--- src/rtl/box_inverse_filter_pkg.sv ---
// box_inverse_filter_pkg
//   Shared types and helpers for the moving-sum encoder/decoder pair.
//   - sum_width(N, W): width of an N-window sum of W-bit samples
//   - sample_t / sum_t: default-width sample and sum types
//   - inv_state_t: decoder window state (FILL while the window is still
//     filling from zero, RUN once N samples have been seen)
package box_inverse_filter_pkg;

  function automatic int sum_width(input int n, input int w);
    return w + $clog2(n);
  endfunction

  localparam int FILTER_SIZE_DEF = 4;
  localparam int WIDTH_DEF       = 32;
  localparam int SUM_WIDTH_DEF   = sum_width(FILTER_SIZE_DEF, WIDTH_DEF);

  typedef logic [WIDTH_DEF-1:0]     sample_t;
  typedef logic [SUM_WIDTH_DEF-1:0] sum_t;

  typedef enum logic {
    FILL = 1'b0,
    RUN  = 1'b1
  } inv_state_t;

endpackage

--- src/rtl/box_inverse_filter_if.sv ---
// box_inverse_filter_if
//   Stream bundle around the inverse box filter.
//   in_valid/in_ready/in_sum : upstream window-sum stream
//   out_valid/out_ready/out  : downstream reconstructed-sample stream
//   master modport: producer + consumer side; slave modport: the decoder.
interface box_inverse_filter_if #(
  parameter int WIDTH     = 32,
  parameter int SUM_WIDTH = 34
);
  logic                 in_valid;
  logic                 in_ready;
  logic [SUM_WIDTH-1:0] in_sum;
  logic                 out_valid;
  logic                 out_ready;
  logic [WIDTH-1:0]     out;

  modport master (
    output in_valid, in_sum, out_ready,
    input  in_ready, out_valid, out
  );

  modport slave (
    input  in_valid, in_sum, out_ready,
    output in_ready, out_valid, out
  );
endinterface

--- src/rtl/box_inverse_filter_sample_history.sv ---
// box_inverse_filter_sample_history
//   Shift-register delay line holding the last DEPTH decoded samples.
//   clk    : clock
//   clr_i  : synchronous clear of every entry
//   push_i : shift in din_i at entry 0
//   din_i  : sample to push
//   tap_o  : oldest entry (pushed DEPTH pushes ago)
//   clr_i and push_i together leave {din_i, 0, ..., 0}.
module box_inverse_filter_sample_history #(
  parameter int DEPTH = 4,
  parameter int WIDTH = 34
) (
  input  logic             clk,
  input  logic             clr_i,
  input  logic             push_i,
  input  logic [WIDTH-1:0] din_i,
  output logic [WIDTH-1:0] tap_o
);

  logic [DEPTH-1:0][WIDTH-1:0] hist_q, hist_d;

  always_comb begin
    for (int i = 0; i < DEPTH; i++) begin
      hist_d[i] = clr_i ? '0 : hist_q[i];
    end
    if (push_i) begin
      hist_d[0] = din_i;
      for (int i = 1; i < DEPTH; i++) begin
        hist_d[i] = clr_i ? '0 : hist_q[i-1];
      end
    end
  end

  always_ff @(posedge clk) begin
    hist_q <= hist_d;
  end

  assign tap_o = hist_q[DEPTH-1];

endmodule

--- src/rtl/box_inverse_filter.sv ---
// box_inverse_filter
//   Reconstructs x[n] = S[n] - S[n-1] + x[n-N] from a stream of N-window
//   moving sums (all modulo 2^SUM_WIDTH), with a one-entry registered output.
//   clk   : clock, all logic on posedge
//   rst   : synchronous active-high reset
//   flush : synchronous restart of the window (history, prev sum, fill count)
//   bus   : slave side of box_inverse_filter_if (in/out valid-ready streams)
//   err   : sticky consistency error, present only when BOX_INVERSE_CHECK_EN
//           is defined
//   Optional feature macro: BOX_INVERSE_CHECK_EN
module box_inverse_filter
  import box_inverse_filter_pkg::*;
#(
  parameter int FILTER_SIZE = FILTER_SIZE_DEF,
  parameter int WIDTH       = WIDTH_DEF,
  parameter int SUM_WIDTH   = sum_width(FILTER_SIZE, WIDTH)
) (
  input  logic clk,
  input  logic rst,
  input  logic flush,
  box_inverse_filter_if.slave bus
`ifdef BOX_INVERSE_CHECK_EN
  ,
  output logic err
`endif
);

  function automatic logic [SUM_WIDTH-1:0] decode_sample(
    input logic [SUM_WIDTH-1:0] s_cur,
    input logic [SUM_WIDTH-1:0] s_prev,
    input logic [SUM_WIDTH-1:0] x_old
  );
    return s_cur - s_prev + x_old;
  endfunction

  logic                 in_ready;
  logic                 accept;
  logic [SUM_WIDTH-1:0] tap, tap_eff, prev_eff, x;
  logic [SUM_WIDTH-1:0] prev_sum_q, prev_sum_d;
  logic [WIDTH-1:0]     out_q, out_d;
  logic                 out_vld_q, out_vld_d;

  assign in_ready      = !out_vld_q || bus.out_ready;
  assign accept        = bus.in_valid && in_ready;
  assign bus.in_ready  = in_ready;
  assign bus.out_valid = out_vld_q;
  assign bus.out       = out_q;

  // A flush in the same cycle as an accept decodes the sample as the first
  // of a fresh window, so history and previous sum read as zero.
  assign tap_eff  = flush ? '0 : tap;
  assign prev_eff = flush ? '0 : prev_sum_q;
  assign x        = decode_sample(bus.in_sum, prev_eff, tap_eff);

  box_inverse_filter_sample_history #(
    .DEPTH (FILTER_SIZE),
    .WIDTH (SUM_WIDTH)
  ) u_sample_history (
    .clk    (clk),
    .clr_i  (rst || flush),
    .push_i (accept && !rst),
    .din_i  (x),
    .tap_o  (tap)
  );

  always_comb begin
    out_d      = out_q;
    out_vld_d  = out_vld_q;
    prev_sum_d = prev_eff;
    if (accept) begin
      out_d      = x[WIDTH-1:0];
      out_vld_d  = 1'b1;
      prev_sum_d = bus.in_sum;
    end else if (out_vld_q && bus.out_ready) begin
      out_vld_d  = 1'b0;
    end
  end

  // Stage boundary: output register and previous-sum register
  always_ff @(posedge clk) begin
    if (rst) begin
      out_q      <= '0;
      out_vld_q  <= 1'b0;
      prev_sum_q <= '0;
    end else begin
      out_q      <= out_d;
      out_vld_q  <= out_vld_d;
      prev_sum_q <= prev_sum_d;
    end
  end

`ifdef BOX_INVERSE_CHECK_EN
  // Window-fill tracking only influences checking; decode is the same in
  // both states because the history is zero-filled.
  localparam int          CNT_W   = $clog2(FILTER_SIZE + 1);
  localparam logic [0:0]  ST_FILL = 1'b0;
  localparam logic [0:0]  ST_RUN  = 1'b1;

  logic [CNT_W-1:0] fill_cnt_q, fill_cnt_d, cnt_base;
  logic [0:0]       state_q, state_d, state_eff;
  logic             err_q, err_d;

  always_comb begin
    cnt_base   = flush ? '0 : fill_cnt_q;
    state_eff  = flush ? ST_FILL : state_q;
    fill_cnt_d = cnt_base;
    state_d    = state_eff;
    err_d      = err_q;
    if (accept) begin
      if (cnt_base < CNT_W'(FILTER_SIZE)) fill_cnt_d = cnt_base + 1'b1;
      if (cnt_base == CNT_W'(FILTER_SIZE - 1)) state_d = ST_RUN;
      // Upper bits of a valid sample must be zero.
      if (x[SUM_WIDTH-1:WIDTH] != '0) err_d = 1'b1;
      // With unsigned samples the sum cannot drop while the window fills.
      if (state_eff == ST_FILL && bus.in_sum < prev_eff) err_d = 1'b1;
    end
  end

  always_ff @(posedge clk) begin
    if (rst) begin
      fill_cnt_q <= '0;
      state_q    <= ST_FILL;
      err_q      <= 1'b0;
    end else begin
      fill_cnt_q <= fill_cnt_d;
      state_q    <= state_d;
      err_q      <= err_d;
    end
  end

  assign err = err_q;
`endif

endmodule

--- src/flat_wrapper.sv ---
// flat-port wrapper written by rule: the top's interface ports become plain ports
module box_inverse_filter_flat import box_inverse_filter_pkg::*;
#(
  parameter int FILTER_SIZE = FILTER_SIZE_DEF,
  parameter int WIDTH       = WIDTH_DEF,
  parameter int SUM_WIDTH   = sum_width(FILTER_SIZE, WIDTH)
)
  (clk, rst, flush, bus_in_valid, bus_in_sum, bus_out_ready, bus_in_ready, bus_out_valid, bus_out);
  box_inverse_filter_if #(.WIDTH(WIDTH), .SUM_WIDTH(SUM_WIDTH)) bus_i ();
  input  logic clk;
  input  logic rst;
  input  logic flush;
  input wire logic [$bits(bus_i.in_valid)-1:0] bus_in_valid;
  input wire logic [$bits(bus_i.in_sum)-1:0] bus_in_sum;
  input wire logic [$bits(bus_i.out_ready)-1:0] bus_out_ready;
  output wire logic [$bits(bus_i.in_ready)-1:0] bus_in_ready;
  output wire logic [$bits(bus_i.out_valid)-1:0] bus_out_valid;
  output wire logic [$bits(bus_i.out)-1:0] bus_out;
  assign bus_i.in_valid = bus_in_valid;
  assign bus_i.in_sum = bus_in_sum;
  assign bus_i.out_ready = bus_out_ready;
  assign bus_in_ready = bus_i.in_ready;
  assign bus_out_valid = bus_i.out_valid;
  assign bus_out = bus_i.out;
  box_inverse_filter #(.FILTER_SIZE(FILTER_SIZE), .WIDTH(WIDTH), .SUM_WIDTH(SUM_WIDTH)) u_core (.clk(clk), .rst(rst), .flush(flush), .bus(bus_i));
endmodule
--- config.mk ---
export PLATFORM = sky130hd
export DESIGN_NAME = box_inverse_filter_flat
export DESIGN_NICKNAME = d
export VERILOG_FILES = /design/src/rtl/box_inverse_filter_pkg.sv /design/src/rtl/box_inverse_filter_if.sv /design/src/rtl/box_inverse_filter_sample_history.sv /design/src/rtl/box_inverse_filter.sv /design/src/flat_wrapper.sv
export SDC_FILE = /design/constraint.sdc
export NUM_CORES = 1
export LEC_CHECK = 0
export CAP_MARGIN = 30
export CORE_UTILIZATION = 55
export DETAILED_ROUTE_END_ITERATION = 7
export PLACE_DENSITY = 0.77
export RECOVER_POWER = 25
export SYNTH_ARGS = -nofsm -noshare
export SYNTH_HDL_FRONTEND = slang
export SYNTH_SLANG_ARGS = --single-unit
--- constraint.sdc ---
create_clock -name clk -period 5.7 [get_ports clk]
set_clock_uncertainty 0.15 [all_clocks]
set_input_delay 1.14 -clock clk [delete_from_list [all_inputs] [get_ports clk]]
set_output_delay 1.14 -clock clk [all_outputs]
set_load 0.05 [all_outputs]
==> flow_metrics.tcl <==
set metrics [dict create \
    status "finished, violations left" \
    violations "max-capacitance violations, max-slew violations" \
    route.detailed.wl_per_inst_um 16.5 \
    postCtsSetupBuffers 0 \
    finalSetupViolCount 0 \
    path_class "input port to flip-flop" \
    antenna_left 0 \
    slew_violations 70 \
    cap_violations 2 \
    synth_ff_type "dfxtp_1" \
    ctsHoldBuffers 0 \
    syn-cell-area_um2 9640 \
    crit_path_end_kind "flip-flop" \
    final_nets 1289 \
    drc 0 \
    worstMarginPinSlew_ps 2550 \
    area_growth_syn_to_layout_pct 15.0 \
    worstPathArrival_ps 4990 \
    vias 7928 \
    fin_crit_ps 4760 \
    grt_usage_pct 26.7 \
    grt_overflow 0 \
    yosysSeqAreaShare_pct 43.4 \
    slew_headroom_pct -70.0 \
    dieArea_um2 18100 \
    drt_pass1_iterations 5 \
    first_global_vias 7080 \
    grt_pass1_wl_um 37200 \
    pwr_density_cell_nw_per_um2 335 \
    drt_iter0_drc 681 \
    synthDistinctLibCells 57 \
    path_cells "clkdlybuf4s50_1, clkinv_1, buf_4, nand2_1, fa_1, fa_1, nor2b_1, o2111ai_1, a211o_1, a31oi_1, nand3b_1, a21oi_1, a21o_1" \
    initial_core_util_pct 56.0 \
    globalplace.congestion 0.886 \
    whs_ps 294 \
    n_antenna_cell 0 \
    power.total_mw 3.72 \
    place_area_um2 10500 \
    syn_inst 1155 \
    final_common_cell "nand2_1" \
    critPathMaxStageDelay_ps 500 \
    ir_drop_uv 260 \
    io_buffer_count 70 \
    clk_path_buf_depth 2 \
    hpwl_um 16000 \
    numCtsBuffers 17 \
    synth_edf_count 32 \
    crit_slowest_cell "fa_1" \
    finalWirelength_um 23500 \
    grt_start_max_net_pins 70 \
    finalSetupTns_ps 0 \
    tritoncts "yes" \
    path_clk_slew_ps 70 \
    insertion_delay_ps 430 \
    design_area_um2 11100 \
    mappedNetlistNets 1257 \
    final_cell_mix "nand2_1 (290), dfxtp_1 (161), a21oi_1 (149), inv_1 (103), clkdlybuf4s50_1 (46)" \
    cp-start-kind "input port" \
    yosysWarnings 0 \
    fmax_mhz 210 \
    ys_async_sr_fraction_pct 0 \
    die_w_um 134 \
    rsz0062_at_grt "no" \
    die_y_um 134 \
    cts_resized 0 \
    ioPinCount 73 \
    synth_area_per_cell_um2 8.35 \
    hold_path.class "flip-flop to flip-flop" \
    path_common_cell "fa_1" \
    cts_root_buf "clkbuf_16" \
    power_leakage_nw 4.71 \
    required_ps 5930 \
    grt_antenna_before_repair 0 \
    layout-drive-gt1-share_pct 5.00 \
    core-area_um2 17200 \
    ys_seq_elements 193 \
    cp_max_fo 28 \
    via_per_inst 5.56 \
    num_rows 48 \
    htree_num_levels 4 \
    clkSinkCount 193 \
    finalHoldViolCount 0 \
    period_share_pct 83.5 \
]
-- through the flow --
step	setup slack, ps	utilization [%]	instances
floorplan	1530	-	1155
global placement	598	60.7	1392
detailed placement	580	60.8	1393
CTS	1010	64.5	1425
global route	795	64.4	1425
finish	939	64.4	1425
-- cell usage after synthesis (all sizes together), types with 7 or more instances --
master	n	share of area [%]
nand2	291	11
dfxtp	161	33
a21oi	150	7.8
inv	103	4.0
clkbuf	63	2.5
and3	39	2.5
edfxtp	32	10
ha	32	4.2
nor2b	32	2.1
fa	31	6.4
nor2	26	1.0
o21ai	26	1.3
a22o	21	1.9
xnor2	20	1.8
a21o	19	1.5
nand3	12	0.62
a31oi	10	0.65
buf	8	0.40
nand4	7	0.45
-- area by class of cell --
class                   instances  area, um2
clock buffers                  17        425
clock inverters                15        216
fillers                      1521       6140
inverters                     104        390
multi-input cells             787       4800
flip-flops and latches        193       4180
well taps                     225        282
repair buffers                 84        792
-- layer usage --
| metal | track usage, % | part of all wire (%) |
|---|---|---|
| met1 | 40.9 | 50 |
| met2 | 38.4 | 43 |
| met3 | 4.72 | 6.4 |
| met4 | 6.68 | 1.3 |
| met5 | 0 | 0 |
-- cells by family (layout without fill, tap and decap cells) --
logic type               Yosys count  count (layout)  synth area share, %
multiplexers                       3               3                0.311
adder cells (fa/ha/maj)           63              63                 10.6
buffers and inverters            175             220                 6.90
AO/OA/AOI/OAI                    266             266                 17.0
flip-flops                       193             193                 43.4
XOR/XNOR                          25              25                 2.27
AND/OR/NAND/NOR                  430             430                 19.6
-- report_power, final --
part           total, mW  switching, mW  internal [mW]
logic              0.882          0.577          0.305
clock network       1.32          0.566          0.751
registers           1.52         0.0477           1.47
total               3.72           1.19           2.53
-- sequential cells by signal (all words and copies together) (netlist names) --
signal / cells
u_core.bus.out_valid: 1
u_core.u_sample_history.hist_q: 96
u_core.prev_sum_q: 32
u_core.u_sample_history.tap_o: 32
u_core.bus.out: 32
-- worst paths after layout --
check | from | slack, ps | endpoint | cells after the start
setup / recovery | flush | 940 | u_core.bus.out[26]$_SDFFE_PP0P_ | 13
hold reg to reg | u_core.u_sample_history.hist_q[9]$_DFF_P_ | 290 | u_core.u_sample_history.hist_q[9]$_DFF_P_ | 2
hold / removal | u_core.u_sample_history.hist_q[9]$_DFF_P_ | 290 | u_core.u_sample_history.hist_q[9]$_DFF_P_ | 2
setup reg to reg | u_core.bus.out_valid$_SDFFE_PP0P_ | 2060 | u_core.u_sample_history.hist_q[1]$_DFF_P_ | 6
-- worst max-delay path, delay by kind of cell --
kind	cells	cell delay [ps]
compound gates	5	1590
fa+ha+maj	2	1000
buf+inv	3	820
simple gates	3	430
(Power assumes the default switching activity.)
